File: config.mk
export PLATFORM = sky130hd
export DESIGN_NAME = ddfs_octant_unfold
export DESIGN_NICKNAME = d
export VERILOG_FILES = /design/src/rtl/ddfs_octant_unfold.sv
export SDC_FILE = /design/constraint.sdc
export NUM_CORES = 1
export LEC_CHECK = 0
export ABC_AREA = 1
export BUFFER_PORTS_ARGS = -buffer_cell sky130_fd_sc_hd__clkbuf_2
export CAP_MARGIN = 20
export CORE_UTILIZATION = 60
export CTS_BUF_LIST = sky130_fd_sc_hd__clkbuf_8
export CTS_CLUSTER_DIAMETER = 120
export DETAILED_ROUTE_END_ITERATION = 7
export HOLD_SLACK_MARGIN = 0.05
export PLACE_DENSITY = 0.87
export SYNTH_ARGS = -nofsm -noshare
export SYNTH_HDL_FRONTEND = slang
export SYNTH_SLANG_ARGS = --single-unit
File: constraint.sdc
create_clock -name clk -period 8.2 [get_ports clk]
set_input_delay 0.82 -clock clk [delete_from_list [all_inputs] [get_ports clk]]
set_output_delay 0.82 -clock clk [all_outputs]
set_load 0.05 [all_outputs]
File: src/rtl/ddfs_octant_unfold.sv
`default_nettype none
// ============================================================================
//  Module   : ddfs_octant_unfold
//  Purpose  : DDFS back end. Applies a first-order fine-angle correction to
//             the coarse first-octant sin/cos LUT values, then unfolds the
//             result to full-circle signed sine and cosine.
//             Three-stage pipeline with valid tracking and a global enable.
//  Revision : 1.0  initial release
// ============================================================================
module ddfs_octant_unfold #(
  parameter  int N       = 17,
  parameter  int L       = 6,
  parameter  int W       = 16,
  parameter  int K_DELTA = 804,
  localparam int R       = N - 3 - L
) (
  input  logic           clk,
  input  logic           rst,
  input  logic           en,
  input  logic           in_valid,
  input  logic [2:0]     phi_r,
  input  logic [R-1:0]   phi_rot,
  input  logic [W-1:0]   lut_sin,
  input  logic [W-1:0]   lut_cos,
  output logic           out_valid,
  output logic [W:0]     out_sin,
  output logic [W:0]     out_cos
);

  // Product width: amplitude (W) x fine angle (R) x Q0.16 step constant.
  localparam int PW = W + R + 16;
  localparam int SH = R + 16;

  // --------------------------------------------------------------------------
  // Stage 1 registers
  // --------------------------------------------------------------------------
  logic           s1_valid_q;
  logic [2:0]     s1_phi_r_q;
  logic [R-1:0]   s1_rot_q;
  logic [W-1:0]   s1_sin_q;
  logic [W-1:0]   s1_cos_q;

  // Stage 1: capture the raw inputs; valid is sampled only when enabled.
  always_ff @(posedge clk or posedge rst) begin
    if (rst) begin
      s1_valid_q <= 1'b0;
      s1_phi_r_q <= '0;
      s1_rot_q   <= '0;
      s1_sin_q   <= '0;
      s1_cos_q   <= '0;
    end else if (en) begin
      s1_valid_q <= in_valid;
      s1_phi_r_q <= phi_r;
      s1_rot_q   <= phi_rot;
      s1_sin_q   <= lut_sin;
      s1_cos_q   <= lut_cos;
    end
  end

  // --------------------------------------------------------------------------
  // Stage 2: fine-angle correction
  //   sin(a+d) ~ sin(a) + d*cos(a),  cos(a+d) ~ cos(a) - d*sin(a)
  //   with d = phi_rot/2^R * K_DELTA/2^16 radians.
  // --------------------------------------------------------------------------
  logic [PW-1:0]  w_prod_cs;
  logic [PW-1:0]  w_prod_cc;
  logic [W-1:0]   w_cs;
  logic [W-1:0]   w_cc;
  logic [W:0]     w_s_sum;

  assign w_prod_cs = PW'(s1_cos_q) * PW'(s1_rot_q) * PW'(K_DELTA);
  assign w_prod_cc = PW'(s1_sin_q) * PW'(s1_rot_q) * PW'(K_DELTA);
  // The correction is always below one LUT step, so it fits in W bits.
  assign w_cs      = W'(w_prod_cs >> SH);
  assign w_cc      = W'(w_prod_cc >> SH);
  assign w_s_sum   = {1'b0, s1_sin_q} + {1'b0, w_cs};

  logic           s2_valid_q;
  logic [2:0]     s2_phi_r_q;
  logic [W-1:0]   s2_s_q;
  logic [W-1:0]   s2_c_q;
  logic [W-1:0]   s2_s_d;
  logic [W-1:0]   s2_c_d;

  // Saturate the corrected sine at full scale and clamp the cosine at zero.
  always_comb begin
    s2_s_d = w_s_sum[W] ? {W{1'b1}} : w_s_sum[W-1:0];
    s2_c_d = (w_cc > s1_cos_q) ? '0 : (s1_cos_q - w_cc);
  end

  // Stage 2 register: corrected magnitudes with octant and valid delayed.
  always_ff @(posedge clk or posedge rst) begin
    if (rst) begin
      s2_valid_q <= 1'b0;
      s2_phi_r_q <= '0;
      s2_s_q     <= '0;
      s2_c_q     <= '0;
    end else if (en) begin
      s2_valid_q <= s1_valid_q;
      s2_phi_r_q <= s1_phi_r_q;
      s2_s_q     <= s2_s_d;
      s2_c_q     <= s2_c_d;
    end
  end

  // --------------------------------------------------------------------------
  // Stage 3: octant unfold to signed full-circle values
  // --------------------------------------------------------------------------
  logic [W:0]     w_pos_s;
  logic [W:0]     w_pos_c;
  logic [W:0]     w_neg_s;
  logic [W:0]     w_neg_c;
  logic [W:0]     out_sin_d;
  logic [W:0]     out_cos_d;

  // Magnitudes are at most 2^W-1, so the W+1 bit negation cannot overflow
  // and -0 naturally comes out as 0.
  assign w_pos_s = {1'b0, s2_s_q};
  assign w_pos_c = {1'b0, s2_c_q};
  assign w_neg_s = -w_pos_s;
  assign w_neg_c = -w_pos_c;

  // Select swap/negation of the first-octant pair from the octant code.
  always_comb begin
    out_sin_d = w_pos_s;
    out_cos_d = w_pos_c;
    case (s2_phi_r_q)
      3'd0: begin out_sin_d = w_pos_s; out_cos_d = w_pos_c; end
      3'd1: begin out_sin_d = w_pos_c; out_cos_d = w_pos_s; end
      3'd2: begin out_sin_d = w_pos_c; out_cos_d = w_neg_s; end
      3'd3: begin out_sin_d = w_pos_s; out_cos_d = w_neg_c; end
      3'd4: begin out_sin_d = w_neg_s; out_cos_d = w_neg_c; end
      3'd5: begin out_sin_d = w_neg_c; out_cos_d = w_neg_s; end
      3'd6: begin out_sin_d = w_neg_c; out_cos_d = w_pos_s; end
      3'd7: begin out_sin_d = w_neg_s; out_cos_d = w_pos_c; end
      default: begin out_sin_d = w_pos_s; out_cos_d = w_pos_c; end
    endcase
  end

  logic           out_valid_q;
  logic [W:0]     out_sin_q;
  logic [W:0]     out_cos_q;

  // Output register: data only updates for valid samples so bubbles hold it.
  always_ff @(posedge clk or posedge rst) begin
    if (rst) begin
      out_valid_q <= 1'b0;
      out_sin_q   <= '0;
      out_cos_q   <= '0;
    end else if (en) begin
      out_valid_q <= s2_valid_q;
      if (s2_valid_q) begin
        out_sin_q <= out_sin_d;
        out_cos_q <= out_cos_d;
      end
    end
  end

  assign out_valid = out_valid_q;
  assign out_sin   = out_sin_q;
  assign out_cos   = out_cos_q;

endmodule
`default_nettype wire

==> impl_metrics.json <==
{
  "slew_viol_final": 0,
  "place.gp.congestion": 1.06,
  "synthCells": 3461,
  "critPathRequiredTime_ps": 8540,
  "num_io_pins": 82,
  "wl_per_cell_um": 18.5,
  "yosysMostFrequentCell": "nand2_1",
  "start_kind": "register",
  "grt_max_degree": 80,
  "yosysSeqAreaShare_pct": 12.5,
  "grt_usage_pct": 38.7,
  "die_area_sq_um": 39200,
  "htreeDepth": 4,
  "synth-async-reset-ratio_pct": 100,
  "layout-drive-gt1-share_pct": 21.9,
  "coreArea_sq_um": 37800,
  "fin_worst_skew_ps": 15.8,
  "r2r_cells": 46,
  "yosys_warnings": 0,
  "antenna_found_initial": 2,
  "yosysTopAreaCellShare_pct": 20.4,
  "dpl.hpwl_um": 56500,
  "reg2reg_to": "s2_s_q[10]",
  "violations": "DRC, setup timing",
  "clk_pin_slew_worst_paths_ps": 80,
  "diodes": 0,
  "cts_hold_buffers": 0,
  "stdcell_count": 4412,
  "dp_slack_ps": -504,
  "syn-num-nets": 4038,
  "min_period_over_period_pct": 109,
  "first_global_vias": 24700,
  "rows": 71,
  "min_period_ps": 8900,
  "yosysTopAreaCell": "fa_1",
  "hold_viol": 0,
  "cp.arrival_ps": 9240,
  "cts.path.max_buffers": 2,
  "rsz0062_at_grt": "true",
  "grt_pass1_wl_um": 119000,
  "fmax_ghz": 0.112,
  "worst_pin_slew_ps": 776,
  "setup_violations": 32,
  "initial_utilization_pct": 61.0,
  "synth_common_cells": "1166 x nand2_1, 768 x inv_1, 295 x ha_1, 235 x fa_1, 206 x nor2_1",
  "cts_sinks": 115,
  "ys.flop_type": "dfrtp_1",
  "cp_slowest_cell": "fa_1",
  "drt_pass1_iterations": 8,
  "route.detailed.drc": 17,
  "cpMostUsedCell": "nand2_2",
  "via_count": 25300,
  "synth_seq_cells": 115,
  "status": "finished with violations",
  "reg2reg_slack_ps": -700,
  "crit_family": "adder cells",
  "hold_class": "primary input to async pin",
  "synth_area_leaders": "fa_1 20%, nand2_1 19%, ha_1 16%, inv_1 13%, dfrtp_1 12%",
  "cp_num_buf_inv": 12,
  "slowest_delay_ps": 580,
  "io_buffers": 81,
  "area_growth_pct": 26.7,
  "synth_edf_count": 0,
  "fin_ws_ps": -703,
  "overflow": 0,
  "ys_types": 38,
  "wl_um": 81700,
  "cts_root_buf": "clkbuf_8",
  "n_fill_cell": 2460,
  "crit_fanout": 4,
  "netlist_area_sq_um": 23000,
  "clock_latency_ps": 460,
  "maxSlewHeadroom_pct": 48.2,
  "die_y_um": 198,
  "syn_avg_cell_area_sq_um": 6.65,
  "r2r-start": "s1_cos_q[5]",
  "ant_nets": 0,
  "vias_per_cell": 5.73,
  "dp_cells": 4346,
  "cts_tree": "built",
  "critPathKind": "register to register",
  "fp.dieW_um": 198,
  "design.final.nets": 4465,
  "drv_cap": 0,
  "end_kind": "register",
  "cts_buffers": 17,
  "utilization_pct": 77.3,
  "drtIter0Drc": 2746
}
-- cells by family (layout without fill, tap and decap cells) --
logic type | after synthesis | after routing | share of synthesized area, %
simple gates | 1650 | 1650 | 29.0
buf+inv | 873 | 1313 | 14.4
fa+ha+maj | 530 | 530 | 36.5
compound gates | 245 | 245 | 5.78
flops | 115 | 115 | 12.5
xor+xnor | 48 | 48 | 1.83
-- timing repair --
item                                    4_1_cts  5_1_grt
endpoints found under the setup margin       32       32
endpoints found under the hold margin         0        0
setup buffers                                22       11
pin swaps                                    55       59
resized for setup                           182      168
-- sequential cells by signal (all words and copies together) (netlist names) --
name	flops
s2_valid_q	1
s1_valid_q	1
out_sin	17
s1_cos_q	16
s2_s_q	16
s2_phi_r_q	3
s1_sin_q	16
s1_phi_r_q	3
s1_rot_q	8
s2_c_q	16
out_cos	17
out_valid	1
-- worst max-delay path by stage --
stage | from | endpoint | slack [ps] | cells past startpoint
after floorplan | s1_rot_q[6] | s2_s_q[14] | 0.2 | 41
after CTS | s1_rot_q[2] | s2_c_q[15] | 8 | 46
after global placement | s1_rot_q[7] | s2_s_q[11] | -300 | 44
final | s1_cos_q[5] | s2_s_q[10] | -700 | 46
after global routing | s1_rot_q[4] | s2_s_q[10] | -1190 | 45
after detailed placement | s1_rot_q[4] | s2_s_q[10] | -500 | 45
-- layout by cell type, fill, tap and decap left out, drive strengths merged, types with 15 or more instances in the layout --
cell type	count
inv	778
nand4	21
nand3b	22
fa	235
nor2	211
nand2	1168
o21ai	82
nand3	200
clkbuf	99
nor3	16
a21oi	119
buf	425
ha	295
dfrtp	115
xnor2	21
o21bai	15
o22ai	15
xor2	27
-- stage by stage --
step | TNS [ps] | area [sq um] | hold slack [ps]
floorplan | 0 | 23000 | 442
global placement | -7700 | 26700 | 455
detailed placement | -13500 | 26700 | 460
CTS | 0 | 28300 | 377
global route | -25440 | 29200 | 400
finish | -12840 | 29200 | 371
-- cell type report --
| cell class | instances | area, sq um | share of cell area, % |
|---|---|---|---|
| sequential | 115 | 2890 | 9.90 |
| clock inverter | 13 | 158 | 0.540 |
| multi-input combinational | 2473 | 18500 | 63.6 |
| tap | 511 | 639 | 2.19 |
| inverter | 776 | 2920 | 10.0 |
| timing repair buffer | 505 | 3760 | 12.9 |
| clock buffer | 19 | 262 | 0.896 |
-- routing by layer --
| layer | share of wire (%) | track usage, % |
|---|---|---|
| met5 | 0.033 | 0 |
| met4 | 9.3 | 26.8 |
| met3 | 11 | 7.19 |
| met2 | 46 | 65.1 |
| met1 | 34 | 44.7 |
Power is left out: the tool's default activity adds up to more than one toggle a clock period on the data nets, which glitch-free logic cannot reach.
